`config.mk`:
```
export PLATFORM = sky130hd
export DESIGN_NAME = calc2_port_responder
export DESIGN_NICKNAME = d
export VERILOG_FILES = /design/src/rtl/calc2_port_responder.sv
export SDC_FILE = /design/constraint.sdc
export NUM_CORES = 1
export LEC_CHECK = 0
export CAP_MARGIN = 20
export CORE_ASPECT_RATIO = 1.1
export CORE_MARGIN = 1
export CORE_UTILIZATION = 44
export DETAILED_ROUTE_END_ITERATION = 16
export DONT_BUFFER_PORTS = 1
export HOLD_SLACK_MARGIN = 0.15
export PLACE_DENSITY_LB_ADDON = 0.08
export RECOVER_POWER = 50
export SYNTH_ARGS = -nofsm -noshare
export SYNTH_HDL_FRONTEND = slang
export SYNTH_SLANG_ARGS = --single-unit
```
`constraint.sdc`:
```
create_clock -name c_clk -period 5.7 [get_ports c_clk]
set_clock_uncertainty 0.1 [all_clocks]
set_input_delay 1.14 -clock c_clk [delete_from_list [all_inputs] [get_ports c_clk]]
set_output_delay 1.14 -clock c_clk [all_outputs]
set_load 0.005 [all_outputs]
```
`src/rtl/calc2_port_responder.sv`:
```
// calc2_port_responder: single-port calc2 request/response engine.
// Captures two-cycle requests, queues them in order, executes each on a
// fixed-latency ALU and returns a tagged one-cycle response.
// Optional feature macro: CALC2_SHIFT_EN (compiles in the shl/shr datapath;
// when undefined, cmds 5/6 respond as invalid at the same latency).
module calc2_port_responder #(
    parameter int LAT        = 2,
    parameter int FIFO_DEPTH = 4
) (
    input  logic        c_clk,
    input  logic        reset,
    input  logic [3:0]  req_cmd_in,
    input  logic [31:0] req_data_in,
    input  logic [1:0]  req_tag_in,
    output logic [1:0]  out_resp,
    output logic [31:0] out_data,
    output logic [1:0]  out_tag,
    output logic        req_drop
);

    localparam int AW = (FIFO_DEPTH > 1) ? $clog2(FIFO_DEPTH) : 1;
    localparam int EW = 4 + 32 + 32 + 2;
    localparam logic [AW:0] FULL_CNT = (AW+1)'(FIFO_DEPTH);
    localparam logic [3:0]  LAT_CNT  = 4'(LAT);

    typedef enum logic { CAP_IDLE, CAP_OP2 } cap_state_t;
    typedef enum logic { EX_IDLE, EX_BUSY } ex_state_t;

    // Result of one ALU operation: {resp[1:0], data[31:0]}; data is zero
    // whenever resp is not success.
    function automatic logic [33:0] alu_op(input logic [3:0] cmd,
                                           input logic [31:0] a,
                                           input logic [31:0] b);
        logic [32:0] sum;
        logic [1:0]  resp;
        logic [31:0] res;
        resp = 2'b10;
        res  = '0;
        sum  = {1'b0, a} + {1'b0, b};
        case (cmd)
            4'd1: begin
                if (!sum[32]) begin
                    resp = 2'b01;
                    res  = sum[31:0];
                end
            end
            4'd2: begin
                if (a >= b) begin
                    resp = 2'b01;
                    res  = a - b;
                end
            end
`ifdef CALC2_SHIFT_EN
            4'd5: begin
                resp = 2'b01;
                res  = a << b[4:0];
            end
            4'd6: begin
                resp = 2'b01;
                res  = a >> b[4:0];
            end
`endif
            default: begin
                resp = 2'b10;
                res  = '0;
            end
        endcase
        return {resp, res};
    endfunction

    cap_state_t       r_cap_state, w_cap_next;
    ex_state_t        r_ex_state, w_ex_next;
    logic [3:0]       r_cmd;
    logic [31:0]      r_op1;
    logic [1:0]       r_tag;
    logic [EW-1:0]    r_mem [FIFO_DEPTH];
    logic [AW-1:0]    r_wr_ptr, r_rd_ptr;
    logic [AW:0]      r_count;
    logic [EW-1:0]    r_ex_entry;
    logic [3:0]       r_cnt;
    logic             w_push, w_push_ok, w_pop, w_full, w_empty, w_fire;
    logic [EW-1:0]    w_push_entry;
    logic [33:0]      w_alu;

    assign w_full       = (r_count == FULL_CNT);
    assign w_empty      = (r_count == '0);
    assign w_pop        = (r_ex_state == EX_IDLE) && !w_empty;
    assign w_push_ok    = w_push && (!w_full || w_pop);
    assign w_push_entry = {r_cmd, r_op1, req_data_in, r_tag};
    assign w_alu        = alu_op(r_ex_entry[69:66], r_ex_entry[65:34], r_ex_entry[33:2]);

    // Capture FSM state register.
    always_ff @(posedge c_clk) begin
        if (reset) r_cap_state <= CAP_IDLE;
        else       r_cap_state <= w_cap_next;
    end

    // Capture FSM next state: command cycle, then operand-2 cycle pushes.
    always_comb begin
        w_cap_next = r_cap_state;
        w_push     = 1'b0;
        case (r_cap_state)
            CAP_IDLE: if (req_cmd_in != 4'd0) w_cap_next = CAP_OP2;
            CAP_OP2: begin
                w_push     = 1'b1;
                w_cap_next = CAP_IDLE;
            end
            default: w_cap_next = CAP_IDLE;
        endcase
    end

    // Command-cycle fields held until the operand-2 cycle.
    always_ff @(posedge c_clk) begin
        if (r_cap_state == CAP_IDLE && req_cmd_in != 4'd0) begin
            r_cmd <= req_cmd_in;
            r_op1 <= req_data_in;
            r_tag <= req_tag_in;
        end
    end

    // Queue storage; a full queue still accepts when a pop frees a slot.
    always_ff @(posedge c_clk) begin
        if (w_push_ok) r_mem[r_wr_ptr] <= w_push_entry;
    end

    // Queue pointers, occupancy and drop pulse.
    always_ff @(posedge c_clk) begin
        if (reset) begin
            r_wr_ptr <= '0;
            r_rd_ptr <= '0;
            r_count  <= '0;
            req_drop <= 1'b0;
        end else begin
            if (w_push_ok) r_wr_ptr <= r_wr_ptr + 1'b1;
            if (w_pop)     r_rd_ptr <= r_rd_ptr + 1'b1;
            case ({w_push_ok, w_pop})
                2'b10:   r_count <= r_count + 1'b1;
                2'b01:   r_count <= r_count - 1'b1;
                default: r_count <= r_count;
            endcase
            req_drop <= w_push && w_full && !w_pop;
        end
    end

    // Executor FSM state register.
    always_ff @(posedge c_clk) begin
        if (reset) r_ex_state <= EX_IDLE;
        else       r_ex_state <= w_ex_next;
    end

    // Executor next state: pop when idle, fire when the countdown expires.
    always_comb begin
        w_ex_next = r_ex_state;
        w_fire    = 1'b0;
        case (r_ex_state)
            EX_IDLE: if (!w_empty) w_ex_next = EX_BUSY;
            EX_BUSY: begin
                if (r_cnt == 4'd1) begin
                    w_fire    = 1'b1;
                    w_ex_next = EX_IDLE;
                end
            end
            default: w_ex_next = EX_IDLE;
        endcase
    end

    // Latency down-counter, loaded on pop.
    always_ff @(posedge c_clk) begin
        if (reset)                     r_cnt <= '0;
        else if (w_pop)                r_cnt <= LAT_CNT;
        else if (r_ex_state == EX_BUSY) r_cnt <= r_cnt - 1'b1;
    end

    // Entry under execution.
    always_ff @(posedge c_clk) begin
        if (w_pop) r_ex_entry <= r_mem[r_rd_ptr];
    end

    // One-cycle response register; idles at zero.
    always_ff @(posedge c_clk) begin
        if (reset || !w_fire) begin
            out_resp <= 2'b00;
            out_data <= '0;
            out_tag  <= 2'b00;
        end else begin
            out_resp <= w_alu[33:32];
            out_data <= w_alu[31:0];
            out_tag  <= r_ex_entry[1:0];
        end
    end

endmodule

```
Word-level counts from Yosys, hierarchy flattened
Memories as Yosys holds them, arrays and structs flattened. A register that Yosys moved wholly into a read port is not among the register bits.
Cells that the tools add are included.

storage, ports and cells
  bits in writable memories = 280
  memories kept = 1
  output and inout port bits = 37
  bits in registers = 88
  word-level logic and storage cells = 66

memory list
  memory  words  bits a word  rd ports  clocked after Yosys merged registers in  write ports  RTL line  text
  r_mem   4      70           1         1                                        1            76        logic [EW-1:0] r_mem [FIFO_DEPTH];

operators by class
  bitwise gates (word level) = 2
  magnitude comparators = 1
  reductions and logical operators = 16
  eq/ne operators = 6
  muxes and demuxes = 19
  add/sub/neg operators = 7

operator list
  kind                 count
  $mux 32              2
  $pmux 32 s2          1
  $add 32x32->33       1
  $ge 32x32->1         1
  $sub 32x32->32       1
  $eq 4x1->1 const B   2
  $mux 1               8
  $mux 2               4
  $pmux 3 s2           1
  $logic_and 1x1->1    5
  $add 2x1->2 const B  2
  $eq 4x2->1 const B   1
  $logic_not 1->1      4
  $pmux 1 s2           2
  $pmux 2 s2           1
  $reduce_bool 2->1    2
  $reduce_bool 4->1    1
  $sub 4x1->4 const B  1
  $add 3x1->3 const B  1
  $eq 3x3->1 const B   1
  $logic_not 3->1      1
  $sub 3x1->3 const B  1
  $eq 2x1->1 const B   1
  $eq 2x2->1 const B   1
  other kinds (3)      5

Depth between registers and ports, before layout
Gate-level depths: netlist of run 1.

  depth after elaboration = 7
  depth in mapped cells = 14
  depth with buffers taken out = 12

Worst setup path before layout of run 1
No wires, ideal clock.

  path type = reg-to-reg
  start point = reg r_ex_state
  end point = reg r_count[2]
  required time = 5529 ps
  path buffers = 1
  clock period less this slack = 5255 ps
  stages on the path, launching flop included = 9
  slack = 445 ps
  arrival time = 5084 ps
  setup time = 71 ps
  cell sequence = dfxtp_1 -> clkbuf_1 -> nor2_1 -> ha_1 -> inv_1 -> fa_1 -> xor2_1 -> or3_1 -> a21oi_1

between the ends
  cells in the longest elaborated chain, start to end = 6
  elaborated cells on any way between the ends = 8

RTL lines
  what                                                    RTL line  text
  start: declaration                                      72        ex_state_t r_ex_state, w_ex_next;
  start signal: assignment                                148       else r_ex_state <= w_ex_next;
  $not 1->1 (*)                                           n/a
  $logic_and 1x1->1 (*)                                   87        assign w_pop = (r_ex_state == EX_IDLE) && !w_empty;
  via w_pop                                               81        logic w_push, w_push_ok, w_pop, w_full, w_empty, w_fire;
  $logic_or 1x1->1                                        88        assign w_push_ok = w_push && (!w_full || w_pop);
  $logic_and 1x1->1                                       88
  $eq 2x1->1 / $eq 2x2->1 (equally long branches)         136       case ({w_push_ok, w_pop})
  $pmux 3 s2 / $reduce_bool 2->1 (equally long branches)  n/a
  end signal: assignment                                  137       2'b10: r_count <= r_count + 1'b1;
  end signal: assignment                                  138       2'b01: r_count <= r_count - 1'b1;
  end signal: assignment                                  139       default: r_count <= r_count;
  end: declaration                                        78        logic [AW:0] r_count;

Mark *: on every way through the listed nets, which the timed path passes. The rest lies on a longest branch.
A chain may end at the register's enable or synchronous reset.

Worst setup path in the final report of run 1
  start point = reg r_count[0]
  end point = reg r_rd_ptr[1]

between the ends
  cells in the longest elaborated chain, start to end = 3

RTL lines
  what                    RTL line  text
  $logic_not 3->1         86        assign w_empty = (r_count == '0);
  $logic_not 1->1         n/a
  $logic_and 1x1->1       87
  via w_pop               81
  end signal: assignment  135       if (w_pop) r_rd_ptr <= r_rd_ptr + 1'b1;
  end: declaration        77        logic [AW-1:0] r_wr_ptr, r_rd_ptr;

The timed path passes the listed nets, and every way through them passes these cells.

==> flow_summary.toml, run 1 <==
[power]
p_int_mw = 7.13
p_seq_share_pct = 39.6
p_clk_share_pct = 26.5
ir_worst_vdd_mv = 0.262
leakagePower_nw = 7.10
combPwrFrac_pct = 33.9
p_sw_share_pct = 34.9
p_sw_mw = 3.82
p_per_area_nw_per_um2 = 520

[routing]
drtPass1Iterations = 5
drc = 0
drtIter0Drc = 808
wl_per_cell_um = 22.0
vias_per_cell = 5.68
ant_nets = 0
num_vias = 10600
wl_um = 41100

[clocking]
numCtsBuffers = 45
ctsResizeCount = 0
cts_tree = "done"
clk_pin_slew_ns = 0.06
clkLatencyLatePin_ns = 0.57
post_cts_buffers = 0
cts_root_buffer = "clkbuf_16"
htreeDepth = 2
clockBufferDepth = 3
cts_sinks = 438
cts_hold_buf = 0

[run]
cap_viol_max_count = 5

[critical_path]
r2r_setup_slack_ns = 1.50
reg2reg_to = "r_rd_ptr[1]"
cp-start-kind = "register"
cp-end-kind = "register"
path_max_fanout = 72
path_class = "register to register"
crit_family = "buffers and inverters"
cp.required_ns = 6.10
slowest_delay_ns = 2.85
crit_arrival_ns = 4.60
rr_worst_depth = 6
crit_path_cell_trace = "nor3_1 -> nor2_4 -> clkbuf_1 -> nand2_1 -> xor2_1 -> nor2_1"
critPathSlowestCell = "clkbuf_1"
path_buf_inv = 1
rr_startpoint = "r_count[0]"

[floorplanning]
fp-row-count = 79
start_util_pct = 44.7
die_x_um = 200
die_h_um = 220
core_um2 = 42400
dieArea_um2 = 43900
ios = 77

[logic_synthesis]
synthArstFlopShare_pct = 0
ys_seq_area_share_pct = 66.7
synth_common_cells = "edfxtp_1 (388), a21oi_1 (80), nor2_1 (76)"
yosysUniqueCellTypes = 70
yosysMostFrequentCell = "edfxtp_1"
syn_nets = 1376
synth_edf_count = 388
synth_seq_cells = 438
yosys-top-cells-area = "edfxtp_1 (61%), mux4_2 (8.3%), dfxtp_1 (5.3%), ha_1 (4.7%), a21oi_1 (2.1%)"
syn_avg_cell_area_um2 = 15.0
yosysTopAreaCellShare_pct = 61.4
synth_largest_area_cell = "edfxtp_1"
yosys_warnings = 0
syn_inst = 1262
syn_area_um2 = 19000
yosys_most_used_dff = "edfxtp_1"

[layout]
area_growth_pct = 11.0
utilization_pct = 49.6
layout.nets = 1382
drive_gt1_share_pct = 12.7
fin_area_um2 = 21000
n_antenna_cell = 0

[global_route]
grt_pass1_vias = 10600
antenna_found_initial = 0
grtUsageTotal_pct = 19.2
overflow = 0
grt_max_degree = 73
grt_pass1_wl_um = 63200

[placement]
gp_congestion = 0.939
hpwl_um = 26300
dpl_cell_area_um2 = 19600
portBuffers = 0

[hold_path]
min_from = "r_ex_entry[0]"
min_delay_path_depth = 1
whs_endpoint = "out_tag[0]"
min_path_type = "register to register"

[status]
status = "complete, but fails checks"
failed_checks = "capacitance limit, slew limit"

[timing]
relSlewSlack_pct = -171
finalSetupViolations = 0
drv_slew = 211
fin_crit_sh_pct = 73.8
rsz0062_at_grt = "false"
fmax_mhz = 238
finalHoldViolCount = 0
tightest_slew_ns = 4.07
fin_tns_setup_ns = 0
period_needed_ns = 4.20
==> placed cells by master, fill, tap and decap left out, drive strengths merged, types with 6 or more instances in the layout <==
cell / Yosys / routed
o21bai: 10 / 10
and3: 7 / 7
a22oi: 7 / 7
a21oi: 81 / 81
nor2b: 13 / 13
nor2: 76 / 76
a21o: 15 / 15
clkinv: 1 / 17
nand3: 11 / 11
o211ai: 8 / 8
nor3b: 9 / 9
nor3: 30 / 30
nand2: 47 / 47
a311oi: 6 / 6
o21ai: 54 / 54
inv: 69 / 72
and2: 11 / 11
edfxtp: 388 / 388
a221oi: 10 / 10
clkbuf: 39 / 60
or3: 9 / 9
nand4: 10 / 10
mux4: 70 / 70
o31ai: 8 / 8
a31oi: 13 / 13
nand2b: 16 / 16
dfxtp: 50 / 50
buf: 17 / 14
a211oi: 20 / 20
o21a: 8 / 8
ha: 71 / 71
xnor2: 6 / 6
nor4: 10 / 10
==> sequential cells by signal, indices dropped and copies added (netlist names) <==
register     flops
r_cap_state      1
r_mem          280
r_op1           32
r_count          3
out_data        32
r_cmd            4
out_resp         2
req_drop         1
r_wr_ptr         2
r_ex_entry      70
out_tag          2
r_rd_ptr         2
r_cnt            4
r_ex_state       1
r_tag            2
==> per-layer routing <==
metal / part of all wire, % / up-vias / track usage, %
li1: - / 4938 / -
met4: 2.0 / 0 / 5.34
met3: 5.1 / 60 / 4.21
met2: 48 / 243 / 31.2
met1: 45 / 5381 / 26.0
met5: 0 / - / 0
==> cell type report <==
| class | instances | area [um^2] |
|---|---|---|
| fillers | 3578 | 21400 |
| flip-flops and latches | 438 | 12700 |
| multi-input cells | 698 | 5830 |
| clock buffers | 59 | 1260 |
| well taps | 567 | 709 |
| inverters | 70 | 263 |
| clock inverters | 24 | 205 |
| repair buffers | 15 | 116 |
==> stage by stage <==
stage	std cells	worst slack (ns)	total power, mW	hold slack [ns]
floorplan	1262	0.445	7.08	0.320
global placement	1787	1.59	8.09	0.326
detailed placement	1787	1.57	8.07	0.334
CTS	1870	1.55	11.0	0.347
global route	1871	0.913	11.6	0.380
finish	1871	1.50	11.0	0.343
==> cells by family (layout without fill, tap and decap cells) <==
| logic type | Yosys count | count (layout) | share of synthesized area (%) |
|---|---|---|---|
| flip-flops | 438 | 438 | 66.7 |
| AO/OA/AOI/OAI | 281 | 281 | 9.86 |
| AND/OR/NAND/NOR | 261 | 261 | 6.89 |
| buffers and inverters | 126 | 168 | 2.65 |
| adder cells (fa/ha/maj) | 74 | 74 | 5.00 |
| multiplexers | 71 | 71 | 8.37 |
| XOR/XNOR | 11 | 11 | 0.508 |
==> power groups by stage <==
stage / logic, mW / registers, mW / clock network [mW]
after floorplan: 2.85 / 4.23 / 0
after global placement: 3.73 / 4.37 / 0
after detailed placement: 3.69 / 4.38 / 0
after CTS: 3.71 / 4.32 / 2.98
after global routing: 4.10 / 4.40 / 3.10
final: 3.71 / 4.34 / 2.90
==> worst max-delay path by stage <==
| stage | depth (start not counted) | to | from |
|---|---|---|---|
| after floorplan | 8 | r_count[2] | r_ex_state |
| after global placement | 12 | out_data[20] | r_ex_entry[2] |
| after detailed placement | 11 | out_data[20] | r_ex_entry[3] |
| after CTS | 11 | out_data[22] | r_ex_entry[3] |
| after global routing | 6 | r_rd_ptr[1] | r_count[0] |
| final | 6 | r_rd_ptr[1] | r_count[0] |
No activity file was read; power rests on OpenSTA's default activity.
==> run 2, diff against run 1 <==
Clock period 5.7 ns to 3.6 ns, I/O delays scaled along.
==> run 2 against run 1 <==
The flow still finishes with violations (capacitance limit, slew limit). Routed wire length grew 3.4%. First-iteration DRC count shrank 20%. Register-to-register slack lost 1.3 ns. Fmax rose by 24%. Critical path depth increased by 7. Power up 62%. Utilization up 1.9 points. Clock-buffer cell count is 5 lower. Critical endpoint is now out_data[9]. Setup slack worse by 1.3 ns. Clock power is 53% higher. Critical path type unchanged. Sequential cell count stayed put.
==> flow_summary.toml, run 2 (synthesis results as in run 1) <==
[hold_path]
min_from = "req_cmd_in[2]"
min_path_type = "input pin to register"

[critical_path]
setup.worst_path.start = "r_ex_entry[2]"
cp-end-kind = "register"
path_max_fanout = 13
crit_arrival_ns = 3.72
cp-start-kind = "register"
cp.required_ns = 3.94
path_class = "register to register"
rr_startpoint = "r_ex_entry[2]"

[timing]
relSlewSlack_pct = -32.2
worst_hold_slack_ns = 0.241
tightest_slew_ns = 1.98
drv_slew = 153
fmax_mhz = 295
fin_crit_sh_pct = 94.0
rsz0062_at_grt = "false"
fin_tns_setup_ns = 0
finalHoldViolCount = 0
period_needed_ns = 3.39
finalSetupViolations = 0
fin_ws_ns = 0.215

[placement]
gp_congestion = 0.907
hpwl_um = 28200
post-place-ws_ns = -0.0179
dpl_cell_area_um2 = 20100
portBuffers = 0
dp.cells = 1840

[layout]
fin_area_um2 = 21900
drive_gt1_share_pct = 16.4
final_cell_mix = "edfxtp_1 (388), a21oi_1 (78), nor2_1 (75), ha_1 (71), mux4_2 (70)"
num-fill-cells = 3566
fin_cells = 1963
n_antenna_cell = 0
largest-register = "r_mem"
largest_register_ffs = 280
area_growth_pct = 15.3
layout.nets = 1474
mostFrequentLayoutCell = "edfxtp_1"
utilization_pct = 51.6
reg.largest.list = "r_mem (280), r_ex_entry (70)"

[status]
failed_checks = "capacitance limit, slew limit"
status = "complete, but fails checks"

[floorplanning]
start_util_pct = 44.7
core_um2 = 42400
fp-row-count = 79
ios = 77
die_x_um = 200
dieArea_um2 = 43900
die_h_um = 220

[routing]
ant_nets = 0
wl_um = 42500
num_vias = 10900
vias_per_cell = 5.56
drtIter0Drc = 649
wl_per_cell_um = 21.7
drc = 0
drtPass1Iterations = 5

[clocking]
htreeDepth = 2
cts_root_buffer = "clkbuf_16"
clockBufferDepth = 3
numCtsBuffers = 45
clkLatencyLatePin_ns = 0.58
clk_pin_slew_ns = 0.06
cts_tree = "done"
cts_sinks = 438

[power]
leakagePower_nw = 7.51
p_per_area_nw_per_um2 = 814
ir_worst_vdd_mv = 0.431
finalPower_mw = 17.8

[global_route]
overflow = 0
grt_max_degree = 73
antenna_found_initial = 0
grtUsageTotal_pct = 20.1
grt_pass1_vias = 11200
grt_pass1_wl_um = 65900

[run]
cap_viol_max_count = 4
-- run 2: cell types whose count changed in the layout (fill, tap and decap cells not counted), moves of 2 or more --
cell,previous run,this run
buf_4,13,63
dlygate4sd3_1,0,39
buf_12,0,4
clkbuf_8,4,0
clkinv_2,7,11
and3_1,7,5
and3_4,0,2
clkbuf_1,9,7
clkinv_1,9,11
-- run 2: critical path, stage by stage, from the launching register on --
cell	delay, ns
edfxtp_1	0.36
ha_1	0.17
inv_1	0.05
fa_1	0.41
o21ba_1	0.21
nand2b_1	0.16
a311o_1	0.34
a31oi_4	0.20
a21oi_2	0.10
o31a_1	0.34
a21o_2	0.26
buf_4	0.21
a211oi_1	0.25
a311oi_1	0.09
-- run 2: area by class of cell --
| class | count | area, um^2 | share of cell area, % |
|---|---|---|---|
| inverters | 70 | 263 | 1.20 |
| repair buffers | 107 | 951 | 4.35 |
| clock buffers | 54 | 1200 | 5.50 |
| clock inverters | 29 | 205 | 0.938 |
| flip-flops and latches | 438 | 12700 | 57.9 |
| multi-input cells | 698 | 5880 | 26.9 |
| well taps | 567 | 709 | 3.24 |
-- run 2: timing repair --
action	in CTS	in global routing
pin swaps	0	2
hold buffers	39	0
setup endpoints to repair	1	26
setup buffers	0	1
hold endpoints to repair	180	0
gates resized for setup	1	9
gates cloned	0	0
-- run 2: power by group --
part / internal, mW / switching, mW
logic: 2.61 / 4.04
clock network: 2.53 / 1.92
registers: 6.36 / 0.330
-- run 2: routing by layer --
layer  share of wire, %  global-route usage, %  vias to the layer above
met4                3.0                   7.76                        0
li1                   -                      -                     5121
met5                  0                      0                        -
met1                 44                   26.1                     5491
met2                 49                   33.6                      226
met3                4.8                   3.70                       75
-- run 2: final timing paths --
path / end / slack (ns) / depth (start not counted)
min reg2reg: out_tag[1] / 0.34 / 1
min: r_cap_state / 0.24 / 2
max reg2reg: out_data[9] / 0.21 / 13
max: out_data[9] / 0.21 / 13
==> run 3, diff against run 2 <==
Settings changed: CAP_MARGIN 20 to default, RECOVER_POWER 50 to default.
==> run 3 against run 2 <==
The flow now finishes without violations. Die area is the same. Sequential power is essentially flat. Sequential cell count unchanged. Critical path type unchanged. Critical endpoint is now out_data[29]. Largest power group unchanged.
==> flow_summary.toml, run 3 (synthesis results as in run 1) <==
[timing]
period_needed_ns = 3.40
fin_tns_setup_ns = 0
drv_slew = 0
fin_ws_ns = 0.203
relSlewSlack_pct = 37.1
finalSetupViolations = 0
finalHoldViolCount = 0
fmax_mhz = 294
rsz0062_at_grt = "false"
fin_crit_sh_pct = 94.4
tightest_slew_ns = 0.943

[critical_path]
path_max_fanout = 5
cp-end-kind = "register"
reg2reg_to = "out_data[29]"
r2r_setup_slack_ns = 0.20
crit_arrival_ns = 3.79
path_class = "register to register"
cp-start-kind = "register"
rr_worst_depth = 12
rr_startpoint = "r_ex_entry[2]"
cp.required_ns = 4.00

[clocking]
cts_root_buffer = "clkbuf_16"
clockBufferDepth = 3
clkLatencyLatePin_ns = 0.58
numCtsBuffers = 45
cts_tree = "done"
clk_pin_slew_ns = 0.06
cts_sinks = 438
htreeDepth = 2

[layout]
multi_input_area_um2 = 5900
final_cell_mix = "edfxtp_1 (388), a21oi_1 (78), nor2_1 (74), ha_1 (71), mux4_2 (70)"
drive_gt1_share_pct = 16.7
mostFrequentLayoutCell = "edfxtp_1"
layout.nets = 1474
seqCellArea_um2 = 12700
num-fill-cells = 3561
largest-register = "r_mem"
fin_area_um2 = 21900
reg.largest.list = "r_mem (280), r_ex_entry (70)"
area_growth_pct = 15.5
largest_register_ffs = 280
fin_cells = 1964

[power]
p_sw_share_pct = 35.3
p_clk_share_pct = 25.0
combPwrFrac_pct = 37.4
ir_worst_vdd_mv = 0.430
p_per_area_nw_per_um2 = 812
p_int_mw = 11.5
finalPower_mw = 17.8
p_seq_share_pct = 37.6
p_sw_mw = 6.28
leakagePower_nw = 7.51

[status]
status = "complete, no violations"

[floorplanning]
die_x_um = 200
dieArea_um2 = 43900
die_h_um = 220
core_um2 = 42400
start_util_pct = 44.7
fp-row-count = 79
ios = 77

[global_route]
grtUsageTotal_pct = 20.1
grt_pass1_wl_um = 65900
grt_max_degree = 73
antenna_found_initial = 0
grt_pass1_vias = 11200
overflow = 0

[placement]
hpwl_um = 28200
dp.cells = 1840
portBuffers = 0
post-place-ws_ns = -0.0179
dpl_cell_area_um2 = 20100
gp_congestion = 0.907

[hold_path]
min_delay_path_depth = 2
whs_endpoint = "r_cap_state"
min_path_type = "input pin to register"
min_from = "req_cmd_in[2]"

[routing]
drtPass1Iterations = 6
vias_per_cell = 5.56
drtIter0Drc = 636
num_vias = 10900
wl_per_cell_um = 21.7
wl_um = 42500
ant_nets = 0
drc = 0

[run]
cap_viol_max_count = 0
-- run 3: changes by cell type in the layout (fill, tap and decap cells not counted), sizes merged --
| cell | change |
|---|---|
| buf | +1 |
| diode | +1 |
| clkbuf | -1 |
-- run 3: what timing repair did --
item                       CTS  global route
buffers inserted             0             1
pin swaps                    0             2
hold endpoints to repair   180             0
resized for setup            1             9
hold buffers                39             0
setup endpoints to repair    1            26
-- run 3: area by class of cell --
cell class | instances | share of cell area [%]
well taps | 567 | 3.24
inverters | 70 | 1.20
clock buffers | 54 | 5.49
clock inverters | 29 | 0.937
diodes | 1 | 0.0114
multi-input cells | 698 | 26.9
flip-flops and latches | 438 | 57.8
repair buffers | 107 | 4.40
-- run 3: worst max-delay path by stage --
stage / start / endpoint / cells past startpoint
floorplan: r_ex_entry[2] / out_data[13] / 14
global placement: r_ex_entry[2] / out_data[29] / 12
detailed placement: r_ex_entry[2] / out_data[29] / 12
CTS: r_ex_entry[58] / out_data[29] / 11
global route: r_ex_entry[36] / out_data[25] / 11
finish: r_ex_entry[2] / out_data[29] / 12
-- run 3: metrics by stage --
step                util [%]  hold WS [ns]
floorplan                  -         0.320
global placement        47.3         0.327
detailed placement      47.3         0.333
CTS                     51.5         0.237
global route            51.6         0.255
finish                  51.6         0.269
-- run 3: power by group through the flow --
stage / clock (mW) / sequential (mW) / combinational (mW)
global placement: 0 / 6.78 / 6.54
CTS: 4.58 / 6.70 / 6.62
finish: 4.45 / 6.69 / 6.65
global route: 4.76 / 6.77 / 7.36
detailed placement: 0 / 6.80 / 6.52
floorplan: 0 / 6.66 / 4.52
-- run 3: per-layer routing --
metal | vias up | wire (um) | track usage, %
li1 | 5126 | - | -
met4 | 0 | 1280 | 7.76
met5 | - | 0 | 0
met3 | 75 | 2060 | 3.70
met2 | 222 | 20700 | 33.6
met1 | 5488 | 18500 | 26.1
-- run 3: worst max-delay path, stage by stage (launching register included) --
cell and delay, ns:
edfxtp_1 0.40, ha_1 0.25, fa_1 0.42, nand3b_1 0.22
a311oi_2 0.34, o2111ai_1 0.16, a31oi_2 0.25, buf_4 0.16
a211o_1 0.23, nand2_2 0.15, a2111oi_2 0.35, a21oi_1 0.11
o21ai_1 0.18
